===== src/rtl/ppf_commutator.sv =====
// ppf_commutator: serial-to-8-channel commutator feeding a polyphase filter bank, with resync drop tracking.
module ppf_commutator #(
  parameter int DATA_WIDTH    = 32,
  parameter int REVERSE_ORDER = 1
) (
  input  logic                  clk_i,
  input  logic                  rst_i,
  input  logic                  din_valid_i,
  input  logic [DATA_WIDTH-1:0] din_i,
  input  logic                  sync_i,
  output logic [DATA_WIDTH-1:0] channel0_data_o,
  output logic [DATA_WIDTH-1:0] channel1_data_o,
  output logic [DATA_WIDTH-1:0] channel2_data_o,
  output logic [DATA_WIDTH-1:0] channel3_data_o,
  output logic [DATA_WIDTH-1:0] channel4_data_o,
  output logic [DATA_WIDTH-1:0] channel5_data_o,
  output logic [DATA_WIDTH-1:0] channel6_data_o,
  output logic [DATA_WIDTH-1:0] channel7_data_o,
  output logic                  data_valid_o,
  output logic                  drop_o,
  output logic [15:0]           drop_cnt_o
);
  logic [2:0]            idx, wr_idx, slot;
  logic [DATA_WIDTH-1:0] col   [8];
  logic [DATA_WIDTH-1:0] ch    [8];
  logic [DATA_WIDTH-1:0] frame [8];
  assign wr_idx = sync_i ? 3'd0 : idx;
  assign slot   = (REVERSE_ORDER != 0) ? ~wr_idx : wr_idx;
  // Completed frame includes the sample arriving this cycle, so output lags the last sample by one edge.
  always_comb begin
    frame       = col;
    frame[slot] = din_i;
  end
  always_ff @(posedge clk_i or posedge rst_i) begin
    if (rst_i) begin
      idx          <= '0;
      col          <= '{default: '0};
      ch           <= '{default: '0};
      data_valid_o <= 1'b0;
      drop_o       <= 1'b0;
      drop_cnt_o   <= '0;
    end else begin
      data_valid_o <= 1'b0;
      drop_o       <= 1'b0;
      if (din_valid_i) begin
        col[slot] <= din_i;
        if (sync_i) begin
          idx <= 3'd1;
          if (idx != 3'd0) begin
            drop_o     <= 1'b1;
            drop_cnt_o <= (drop_cnt_o == 16'hFFFF) ? drop_cnt_o : drop_cnt_o + 16'd1;
          end
        end else begin
          idx <= idx + 3'd1;
          if (idx == 3'd7) begin
            ch           <= frame;
            data_valid_o <= 1'b1;
          end
        end
      end
    end
  end
  assign channel0_data_o = ch[0];
  assign channel1_data_o = ch[1];
  assign channel2_data_o = ch[2];
  assign channel3_data_o = ch[3];
  assign channel4_data_o = ch[4];
  assign channel5_data_o = ch[5];
  assign channel6_data_o = ch[6];
  assign channel7_data_o = ch[7];
endmodule

===== config.mk =====
export PLATFORM = sky130hd
export DESIGN_NAME = ppf_commutator
export DESIGN_NICKNAME = d
export VERILOG_FILES = /design/src/rtl/ppf_commutator.sv
export SDC_FILE = /design/constraint.sdc
export NUM_CORES = 1
export LEC_CHECK = 0
export ABC_CLOCK_PERIOD_IN_PS = 16350
export BUFFER_PORTS_ARGS = -buffer_cell sky130_fd_sc_hd__buf_2
export CAP_MARGIN = 20
export CORE_MARGIN = 2
export CORE_UTILIZATION = 45
export CTS_CLUSTER_DIAMETER = 80
export DETAILED_ROUTE_END_ITERATION = 10
export PLACE_DENSITY = 0.67
export SLEW_MARGIN = 10
export SYNTH_ARGS = -nofsm -noshare
export SYNTH_HDL_FRONTEND = slang
export SYNTH_SLANG_ARGS = --single-unit
export TNS_END_PERCENT = 20

===== constraint.sdc =====
create_clock -name clk_i -period 16.35 [get_ports clk_i]
set_input_delay 1.635 -clock clk_i [delete_from_list [all_inputs] [get_ports clk_i]]
set_output_delay 1.635 -clock clk_i [all_outputs]
set_load 0.01 [all_outputs]

==> run_results.csv, run 1 <==
group,metric,value,unit
status,status,"complete, no violations",
sta,finalHoldViolations,0,
min_path,min_path_cells,2,
clock_network,ctsResizeCount,0,
setup_path,cpMostUsedCell,"buf_4",
placed_design,port_buffers,309,
finish,area_delta_synth_final,17.4,%
route,dr_total_vias,14384,
synthesis,synth_compound_area_share,6.05,%
power_and_ir_drop,power_frac_seq,48.0,%
synthesis,synth_fp_nets,1868,
global_routing,first_global_vias,14674,
setup_path,worstSetupEndpointType,"async pin",
synthesis,synth_seq_area_share,60.1,%
setup_path,r2r_cells,5,
min_path,min-delay-start,"channel3_data_o[11]",
finish,finalNetCount,2114,
finish,drive_gt1_share,31.3,%
synthesis,ys_types,34,
power_and_ir_drop,leakage,12.3,nW
clock_network,cts_tree,"built",
sta,rsz0062_at_grt,"no",
synthesis,async_reset_ff_share,100,%
power_and_ir_drop,power_frac_comb,22.3,%
clock_network,clkSlewWorstSetupHoldPaths,0.05,ns
setup_path,cp_data_arrival_time,4.37,ns
clock_network,cts_buffer_depth,3,
route,route.detailed.drc,0,
route,via_per_inst,5.18,
placed_design,place_congestion,0.778,
sta,period_share,23.0,%
synthesis,yosys_warnings,0,
synthesis,synthAdderAreaFrac,0.226,%
setup_path,r2r_end,"col[232]",
setup_path,crit_type,"primary input to async pin",
sta,post-route-min-period,3.76,ns
min_path,hold_class,"flop to flop",
setup_path,r2r_start,"idx[2]",
floorplan,io_pins,310,
power_and_ir_drop,sw_frac_of_total,29.6,%
setup_path,crit_fanout,186,
global_routing,grt_antenna_before_repair,1,
floorplan,rows,81,
synthesis,synth_ff_type,"dfrtp_1",
synthesis,synth_mux_area_share,23.2,%
floorplan,initial_utilization,45.5,%
sta,drv_slew,0,
power_and_ir_drop,p_switching,1.19,mW
power_and_ir_drop,ir_drop,88.1,uV
global_routing,grt_pass1_wl,85.0,mm
clock_network,htreeDepth,2,
floorplan,die_area,51100,um^2
route,drtPass1Iterations,4,
synthesis,synth_edf_count,0,
global_routing,track_usage,21.5,%
floorplan,core,48700,um^2
setup_path,worstPathRequired,16.96,ns
finish,layout_commonest_cell,"dfrtp_1",
setup_path,cpPeakStageDelay,0.85,ns
global_routing,grt_max_degree,249,
sta,worst_pin_slew,1.10,ns
power_and_ir_drop,p_clk_share,29.8,%
synthesis,ys_ff_latch,533,
setup_path,reg2reg_setup_slack,13.30,ns
synthesis,synth-simple-area-share,7.06,%
clock_network,cts_setup_buffers,0,
route,drt_wl_total,54.4,mm
finish,final_util,53.4,%
sta,fmax,0.266,GHz
setup_path,crit_chain,"buf_2, clkinvlp_4, buf_12, buf_4, buf_4",
route,drtIter0Drc,892,
synthesis,synth_xor_area_share,0.592,%
power_and_ir_drop,p_int,2.83,mW
sta,whs,0.470,ns
clock_network,clock_latency,0.60,ns
sta,final-setup-viol-count,0,
sta,fin_setup_tns,0,ns
sta,skew,0.0152,ns
clock_network,cts_sinks,533,
sta,max-slew-margin-rel,26.4,%
synthesis,synth_top_family_by_area,"multiplexers",
floorplan,fp.dieH,226,um
route,avgRoutedWirePerCell,19.6,um
route,detail-route-antenna-nets,0,
finish,final_cell_mix,"dfrtp_1, buf_2, nand2_1, o21ai_0, mux2_2",
flow_run,drv_cap,0,
clock_network,ctsHoldBuffers,0,
synthesis,postSynthCellCount,1828,
synthesis,syn_avg_cell_area,12.1,um^2
floorplan,fp.dieW,226,um
placed_design,dp_hpwl,33.4,mm
setup_path,critPathLaunchType,"primary input",
global_routing,overflow,0,
min_path,whs_endpoint,"channel3_data_o[11]",
clock_network,cts-root-buf,"clkbuf_16",
setup_path,cpMaxStageDelayCell,"buf_4",
synthesis,synthesis.area,22200,um^2
clock_network,cts_buffers,56,
power_and_ir_drop,p_per_area,154,nW/um^2
==> final cells by class <==
cell class / instances / area (um^2)
sequential: 533 / 13300
antenna: 1 / 2.50
timing repair buffer: 333 / 1820
multi-input combinational: 1142 / 8300
clock inverter: 11 / 62.6
clock buffer: 84 / 1650
fill: 4213 / 22700
inverter: 8 / 33.8
tap: 664 / 831
==> cells by family after synthesis <==
family                     after synthesis
xor gates and xnor gates                15
muxes                                  481
buffers and inverters                  153
DFF                                    533
adders and majority gates                4
and+or+nand+nor                        382
AOI/OAI and AO/OA                      260
==> metal layers <==
| layer | up-vias | GRT usage, % | wire length, um |
|---|---|---|---|
| li1 | 6787 | - | - |
| met1 | 7248 | 29.0 | 24300 |
| met2 | 277 | 35.2 | 25900 |
| met3 | 72 | 4.89 | 2920 |
| met4 | 0 | 5.79 | 1300 |
| met5 | - | 0 | 0 |
==> worst max-delay path, delay by kind of cell <==
family   cells  cell delay, ns
buf+inv      5            2.48
==> synthesized netlist by cell type (all sizes together) (8+ instances only) <==
library cell	number	area, um^2
dfrtp	533	13300
nand2	303	1140
mux2	257	2890
o21ai	226	1130
mux2i	224	2240
clkbuf	95	357
buf	50	231
nor2	40	150
a31oi	32	200
xor2	11	96.3
inv	8	30.0
nor3	8	55.1
==> power groups by stage <==
stage,Combinational [mW],Clock (mW),Sequential (mW)
after floorplan,0.490,0,1.98
after global placement,0.880,0,1.93
after detailed placement,0.909,0,1.95
after CTS,0.911,1.23,1.93
after global routing,1.00,1.28,1.98
final,0.894,1.20,1.93
==> through the flow <==
| step | instance area (um^2) | instances | setup WS, ns | total power [mW] |
|---|---|---|---|---|
| finish | 26000 | 2776 | 12.59 | 4.02 |
| global route | 26000 | 2776 | 12.21 | 4.26 |
| CTS | 26000 | 2772 | 12.34 | 4.07 |
| detailed placement | 24300 | 2677 | 11.68 | 2.86 |
| global placement | 24200 | 2676 | 11.75 | 2.81 |
| floorplan | 22200 | 1828 | 7.47 | 2.47 |
==> state kept, by name, indices dropped and copies added (netlist names) <==
register / flops
idx: 3
data_valid_o: 1
channel7_data_o: 32
col: 256
drop_o: 1
channel6_data_o: 32
channel2_data_o: 32
channel3_data_o: 32
channel0_data_o: 32
channel1_data_o: 32
channel4_data_o: 32
channel5_data_o: 32
drop_cnt_o: 16
==> worst max-delay path by stage <==
stage,end,start,depth (start not counted)
2_1_floorplan,channel0_data_o[0],rst_i,1
3_3_place_gp,channel5_data_o[5],rst_i,5
3_5_place_dp,channel5_data_o[6],rst_i,5
4_1_cts,channel4_data_o[3],rst_i,5
5_1_grt,channel6_data_o[15],rst_i,5
6_report,channel6_data_o[15],rst_i,5
(Power assumes the default switching activity.)
==> inputs of run 2 (changes only) <==
--- a/config.mk
+++ b/config.mk
@@ -5,7 +5,7 @@
 export SDC_FILE = /design/constraint.sdc
 export NUM_CORES = 1
 export LEC_CHECK = 0
-export ABC_CLOCK_PERIOD_IN_PS = 16350
+export ABC_CLOCK_PERIOD_IN_PS = 3380
 export BUFFER_PORTS_ARGS = -buffer_cell sky130_fd_sc_hd__buf_2
 export CAP_MARGIN = 20
 export CORE_MARGIN = 2
==> constraint.sdc (replaced) <==
create_clock -name clk_i -period 3.38 [get_ports clk_i]
set_input_delay 0.338 -clock clk_i [delete_from_list [all_inputs] [get_ports clk_i]]
set_output_delay 0.338 -clock clk_i [all_outputs]
set_load 0.01 [all_outputs]
==> run_results.csv, run 2 (synthesized netlist as in run 1, its figures left out) <==
group,metric,value,unit
status,status,"complete, no violations",
setup_path,crit_type,"flop to flop",
power_and_ir_drop,power_frac_seq,47.0,%
clock_network,cts-root-buf,"clkbuf_16",
global_routing,track_usage,21.9,%
finish,top_register,"col",
power_and_ir_drop,p_clk_share,31.2,%
clock_network,cts_tree,"built",
placed_design,place_congestion,0.810,
flow_run,drv_cap,0,
sta,period_share,71.5,%
finish,layout_commonest_cell,"dfrtp_1",
clock_network,clkSlewWorstSetupHoldPaths,0.06,ns
finish,final_cells,2798,
sta,skew,0.0114,ns
power_and_ir_drop,p_int,14.1,mW
sta,worst_pin_slew,1.21,ns
sta,rsz0062_at_grt,"no",
route,drtPass1Iterations,5,
route,wl_met2,27.2,mm
power_and_ir_drop,power_frac_comb,21.8,%
clock_network,cts_buffer_depth,3,
floorplan,initial_utilization,45.5,%
power_and_ir_drop,p_per_area,754,nW/um^2
global_routing,first_global_vias,14930,
setup_path,crit_fanout,264,
finish,area_delta_synth_final,19.0,%
placed_design,placed_cells,2695,
clock_network,cts_setup_buffers,0,
sta,post-route-min-period,2.42,ns
setup_path,worstSetupEndpointType,"flop",
global_routing,grt_max_degree,265,
power_and_ir_drop,ir_drop,437,uV
sta,finalHoldViolations,0,
finish,drive_gt1_share,32.1,%
finish,finalNetCount,2129,
finish,fillers,4191,
sta,max-slew-margin-rel,19.7,%
power_and_ir_drop,sw_frac_of_total,29.1,%
floorplan,io_pins,310,
setup_path,critPathLaunchType,"flop",
setup_path,cp_data_arrival_time,2.82,ns
clock_network,cts_buffers,55,
placed_design,dp_hpwl,35.7,mm
route,dr_total_vias,14812,
power_and_ir_drop,leakage,12.5,nW
route,detail-route-antenna-nets,0,
route,avgRoutedWirePerCell,19.9,um
global_routing,grt_pass1_wl,86.9,mm
floorplan,rows,81,
placed_design,port_buffers,309,
route,m1WireLength,24.4,mm
floorplan,fp.dieW,226,um
floorplan,fp.dieH,226,um
power_and_ir_drop,total_power,19.9,mW
clock_network,ctsHoldBuffers,1,
min_path,hold_class,"primary input to flop",
finish,largest_register_ffs,256,
route,route.detailed.drc,0,
clock_network,cts_sinks,533,
floorplan,core,48700,um^2
finish,final_util,54.2,%
clock_network,ctsResizeCount,0,
setup_path,worstPathRequired,3.78,ns
power_and_ir_drop,p_switching,5.80,mW
global_routing,overflow,0,
route,drtIter0Drc,847,
finish,final_cell_mix,"dfrtp_1, buf_2, nand2_1, o21ai_0, mux2_2",
finish,antenna_cells,0,
floorplan,die_area,51100,um^2
sta,drv_slew,0,
route,wl_met3,2.78,mm
clock_network,clock_latency,0.59,ns
sta,final-setup-viol-count,0,
clock_network,htreeDepth,2,
global_routing,grt_antenna_before_repair,0,
route,drt_wl_total,55.6,mm
sta,fmax,0.414,GHz
route,via_per_inst,5.29,
sta,fin_setup_tns,0,ns
route,dr.max_layer_used,"met4",
-- run 2: cell type report --
cell class                      instances  area, um^2  share of cell area (%)
Clock buffer                           85        1680                    6.37
Clock inverter                         17         193                   0.730
Inverter                                8        33.8                   0.128
Multi-Input combinational cell       1142        8300                    31.4
Sequential cell                       533       13300                    50.5
Tap cell                              664         831                    3.15
Timing Repair Buffer                  349        2020                    7.67
-- run 2: path summary, 6_finish.rpt --
path | startpoint | endpoint | slack (ns) | cells after the start
max | idx[0] | channel4_data_o[9] | 0.96 | 5
min | din_i[14] | channel0_data_o[14] | 0.13 | 3
max reg2reg | idx[0] | channel4_data_o[9] | 0.96 | 5
min reg2reg | channel7_data_o[10] | channel7_data_o[10] | 0.47 | 2
max in group asynchronous | rst_i | channel6_data_o[29] | 1.93 | 4
min in group asynchronous | rst_i | channel1_data_o[22] | 0.47 | 3
-- run 2: layer usage --
layer  up-vias  global-route usage [%]
li1       6840                       -
met1      7609                    29.5
met2       278                    36.2
met3        85                    4.74
met4         0                    5.58
met5         -                       0
-- run 2: power groups by stage --
stage / registers (mW) / logic (mW) / clock network (mW)
finish: 9.36 / 4.33 / 6.21
global route: 9.58 / 4.84 / 6.59
CTS: 9.36 / 4.41 / 6.34
detailed placement: 9.46 / 4.39 / 0
global placement: 9.36 / 4.25 / 0
floorplan: 9.60 / 2.37 / 0
-- run 2: critical path, cell delays in order, from the launching register on --
cell and delay, ns:
dfrtp_1 0.47, ha_1 0.26, ha_1 0.21, nand2_4 0.10, buf_12 0.47, o21ai_0 0.29
-- run 2: metrics by stage --
| step | instance area (um^2) | setup WS (ns) | hold WS (ns) |
|---|---|---|---|
| 4_1_cts | 26400 | 1.03 | 0.0985 |
| 6_report | 26400 | 0.964 | 0.134 |
| 2_1_floorplan | 22200 | -4.20 | 0.464 |
| 3_5_place_dp | 24500 | 1.01 | 0.465 |
| 5_1_grt | 26400 | 0.829 | 0.140 |
| 3_3_place_gp | 24500 | 1.06 | 0.456 |
==> inputs of run 3 (changes only) <==
--- a/config.mk
+++ b/config.mk
@@ -5,14 +5,15 @@
 export SDC_FILE = /design/constraint.sdc
 export NUM_CORES = 1
 export LEC_CHECK = 0
-export ABC_CLOCK_PERIOD_IN_PS = 3380
+export ABC_AREA = 1
+export ABC_CLOCK_PERIOD_IN_PS = 2300
 export BUFFER_PORTS_ARGS = -buffer_cell sky130_fd_sc_hd__buf_2
 export CAP_MARGIN = 20
 export CORE_MARGIN = 2
 export CORE_UTILIZATION = 45
 export CTS_CLUSTER_DIAMETER = 80
 export DETAILED_ROUTE_END_ITERATION = 10
-export PLACE_DENSITY = 0.67
+export PLACE_DENSITY = 0.64
 export SLEW_MARGIN = 10
 export SYNTH_ARGS = -nofsm -noshare
 export SYNTH_HDL_FRONTEND = slang
==> constraint.sdc (replaced) <==
create_clock -name clk_i -period 2.3 [get_ports clk_i]
set_input_delay 0.23 -clock clk_i [delete_from_list [all_inputs] [get_ports clk_i]]
set_output_delay 0.23 -clock clk_i [all_outputs]
set_load 0.01 [all_outputs]
==> run_results.csv, run 3 <==
group,metric,value,unit
power_and_ir_drop,leakage,14.1,nW
sta,skew,0.0249,ns
synthesis,synthTopCellsByArea,"dfrtp_1, nand2_1, o21ai_0",
placed_design,placed_cells,3533,
sta,max-slew-margin-rel,47.3,%
sta,drv_slew,0,
placed_design,port_buffers,309,
global_routing,overflow,0,
power_and_ir_drop,p_int,18.2,mW
synthesis,yosys_warnings,0,
clock_network,cts_tree,"built",
global_routing,grt_antenna_before_repair,6,
route,drt_wl_total,69.2,mm
floorplan,initial_utilization,45.4,%
floorplan,io_pins,310,
floorplan,rows,82,
setup_path,crit_fanout,19,
synthesis,ys_ff_latch,533,
synthesis,synth_common_cells,"nand2_1, o21ai_0, dfrtp_1",
placed_design,dp_hpwl,42.4,mm
finish,largest_register_ffs,256,
sta,post-route-min-period,2.00,ns
status,status,"complete, no violations",
finish,final_cells,3629,
finish,final_cell_mix,"nand2_1, o21ai_0, dfrtp_1, buf_2, inv_1",
min_path,hold_class,"primary input to flop",
clock_network,cts_sinks,533,
finish,finalNetCount,2960,
sta,period_share,86.8,%
clock_network,clock_latency,0.62,ns
finish,layout_commonest_cell,"nand2_1",
power_and_ir_drop,p_switching,8.29,mW
setup_path,cp-endpoint,"drop_cnt_o[10]",
synthesis,synthesis.area,22800,um^2
flow_run,drv_cap,0,
synthesis,post-synth-top-area-cell,"dfrtp_1",
global_routing,grt_max_degree,198,
synthesis,ys_types,22,
sta,rsz0062_at_grt,"no",
setup_path,crit_type,"flop to flop",
floorplan,die_area,52400,um^2
setup_path,reg2reg_setup_slack,0.30,ns
setup_path,r2r_cells,8,
setup_path,r2r_start,"drop_cnt_o[0]",
finish,drive_gt1_share,14.9,%
synthesis,postSynthCellCount,2683,
synthesis,synth_seq_area_share,58.6,%
clock_network,cts-root-buf,"clkbuf_16",
clock_network,ctsHoldBuffers,1,
sta,finalHoldViolations,0,
finish,final_util,53.5,%
power_and_ir_drop,power_frac_comb,20.7,%
route,route.detailed.drc,0,
finish,top_register,"col",
sta,whs,0.0631,ns
placed_design,place_congestion,0.853,
synthesis,async_reset_ff_share,100,%
power_and_ir_drop,ir_drop,686,uV
finish,area_delta_synth_final,17.6,%
clock_network,cts_buffer_depth,3,
floorplan,core,50100,um^2
setup_path,worstSetupEndpointType,"flop",
clock_network,htreeDepth,2,
route,avgRoutedWirePerCell,19.1,um
clock_network,cts_buffers,56,
route,detail-route-antenna-nets,0,
power_and_ir_drop,power_frac_seq,46.8,%
clock_network,cts_setup_buffers,0,
setup_path,worstPathRequired,2.79,ns
clock_network,clkSlewWorstSetupHoldPaths,0.06,ns
setup_path,critPathLaunchType,"flop",
clock_network,ctsResizeCount,0,
power_and_ir_drop,p_per_area,989,nW/um^2
synthesis,synth.most_common_cell,"nand2_1",
setup_path,cp_data_arrival_time,2.49,ns
floorplan,fp.dieW,229,um
sta,fin_setup_tns,0,ns
power_and_ir_drop,sw_frac_of_total,31.3,%
global_routing,first_global_vias,17832,
setup_path,startpoint,"drop_cnt_o[0]",
global_routing,grt_pass1_wl,107,mm
route,drtIter0Drc,1818,
synthesis,synth_top_area_share,58.6,%
power_and_ir_drop,total_power,26.5,mW
sta,final-setup-viol-count,0,
route,dr_total_vias,18776,
synthesis,syn_avg_cell_area,8.48,um^2
sta,fmax,0.501,GHz
setup_path,r2r_end,"drop_cnt_o[10]",
route,drtPass1Iterations,8,
power_and_ir_drop,p_clk_share,32.5,%
global_routing,track_usage,26.4,%
synthesis,synth_edf_count,0,
floorplan,fp.dieH,229,um
route,via_per_inst,5.17,
synthesis,synth_fp_nets,2723,
synthesis,synth_ff_type,"dfrtp_1",
sta,worst_pin_slew,0.791,ns
-- run 3: cell types whose count changed in the layout (fill, tap and decap cells not counted), sizes merged, moves of 10 or more --
cell / previous run / this run
nor2: 40 / 20
inv: 7 / 275
nand3: 5 / 17
xor2: 11 / 1
o21ai: 226 / 681
mux2: 257 / 0
mux2i: 224 / 0
nand2: 303 / 906
a31oi: 32 / 0
o211ai: 0 / 64
-- run 3: area by class of cell --
type,count,area [um^2]
timing repair buffer,347,2130
clock inverter,6,41.3
antenna,1,2.50
multi-input combinational,1706,7700
sequential,533,13300
clock buffer,88,1660
inverter,276,1050
fill,4679,23300
tap,672,841
-- run 3: critical path, cell delays in order (launching register included) --
cell     delay [ns]
dfrtp_1        0.43
ha_1           0.27
nand3_1        0.15
inv_1          0.12
nand2_1        0.11
o21ai_4        0.42
inv_2          0.21
nand2_1        0.11
nand2_1        0.06
-- run 3: worst min-delay path by stage --
stage / startpoint / endpoint / slack, ns / cells after the start
3_3_place_gp: rst_i / channel0_data_o[14] / 0.17 / 2
3_5_place_dp: rst_i / channel0_data_o[14] / 0.17 / 2
6_report: din_valid_i / col[25] / 0.06 / 3
2_1_floorplan: din_i[0] / channel7_data_o[0] / 0.39 / 2
4_1_cts: din_valid_i / col[25] / 0.03 / 3
5_1_grt: din_valid_i / idx[0] / 0.07 / 3
-- run 3: through the flow --
step	worst slack [ns]	cell area [um^2]
after floorplan	-5.18	22800
after global placement	0.446	25000
after detailed placement	0.339	25000
after CTS	0.311	26800
after global routing	0.106	26800
final	0.303	26800
-- run 3: per-layer routing --
metal,vias up,GRT usage [%],part of all wire (%)
li1,9051,-,-
met1,9018,36.6,44
met2,586,41.7,46
met3,119,4.83,6.8
met4,2,9.98,3.7
met5,-,0,0.014
-- run 3: logic make-up (layout without fill, tap and decap cells) --
kind of cell | count (synthesis) | after routing | share of synthesized area, %
AO/OA/AOI/OAI | 745 | 745 | 17.1
XOR/XNOR | 7 | 7 | 0.269
adder cells (fa/ha/maj) | 4 | 4 | 0.220
buffers and inverters | 444 | 717 | 7.63
flip-flops | 533 | 533 | 58.6
other | 0 | 1 | 0
AND/OR/NAND/NOR | 950 | 950 | 16.1
-- run 3: power groups by stage --
stage	sequential (mW)	clock [mW]	combinational (mW)
floorplan	12.7	0	3.09
global placement	12.4	0	5.27
detailed placement	12.5	0	5.50
CTS	12.4	8.78	5.54
global route	12.6	9.14	6.31
finish	12.4	8.60	5.48
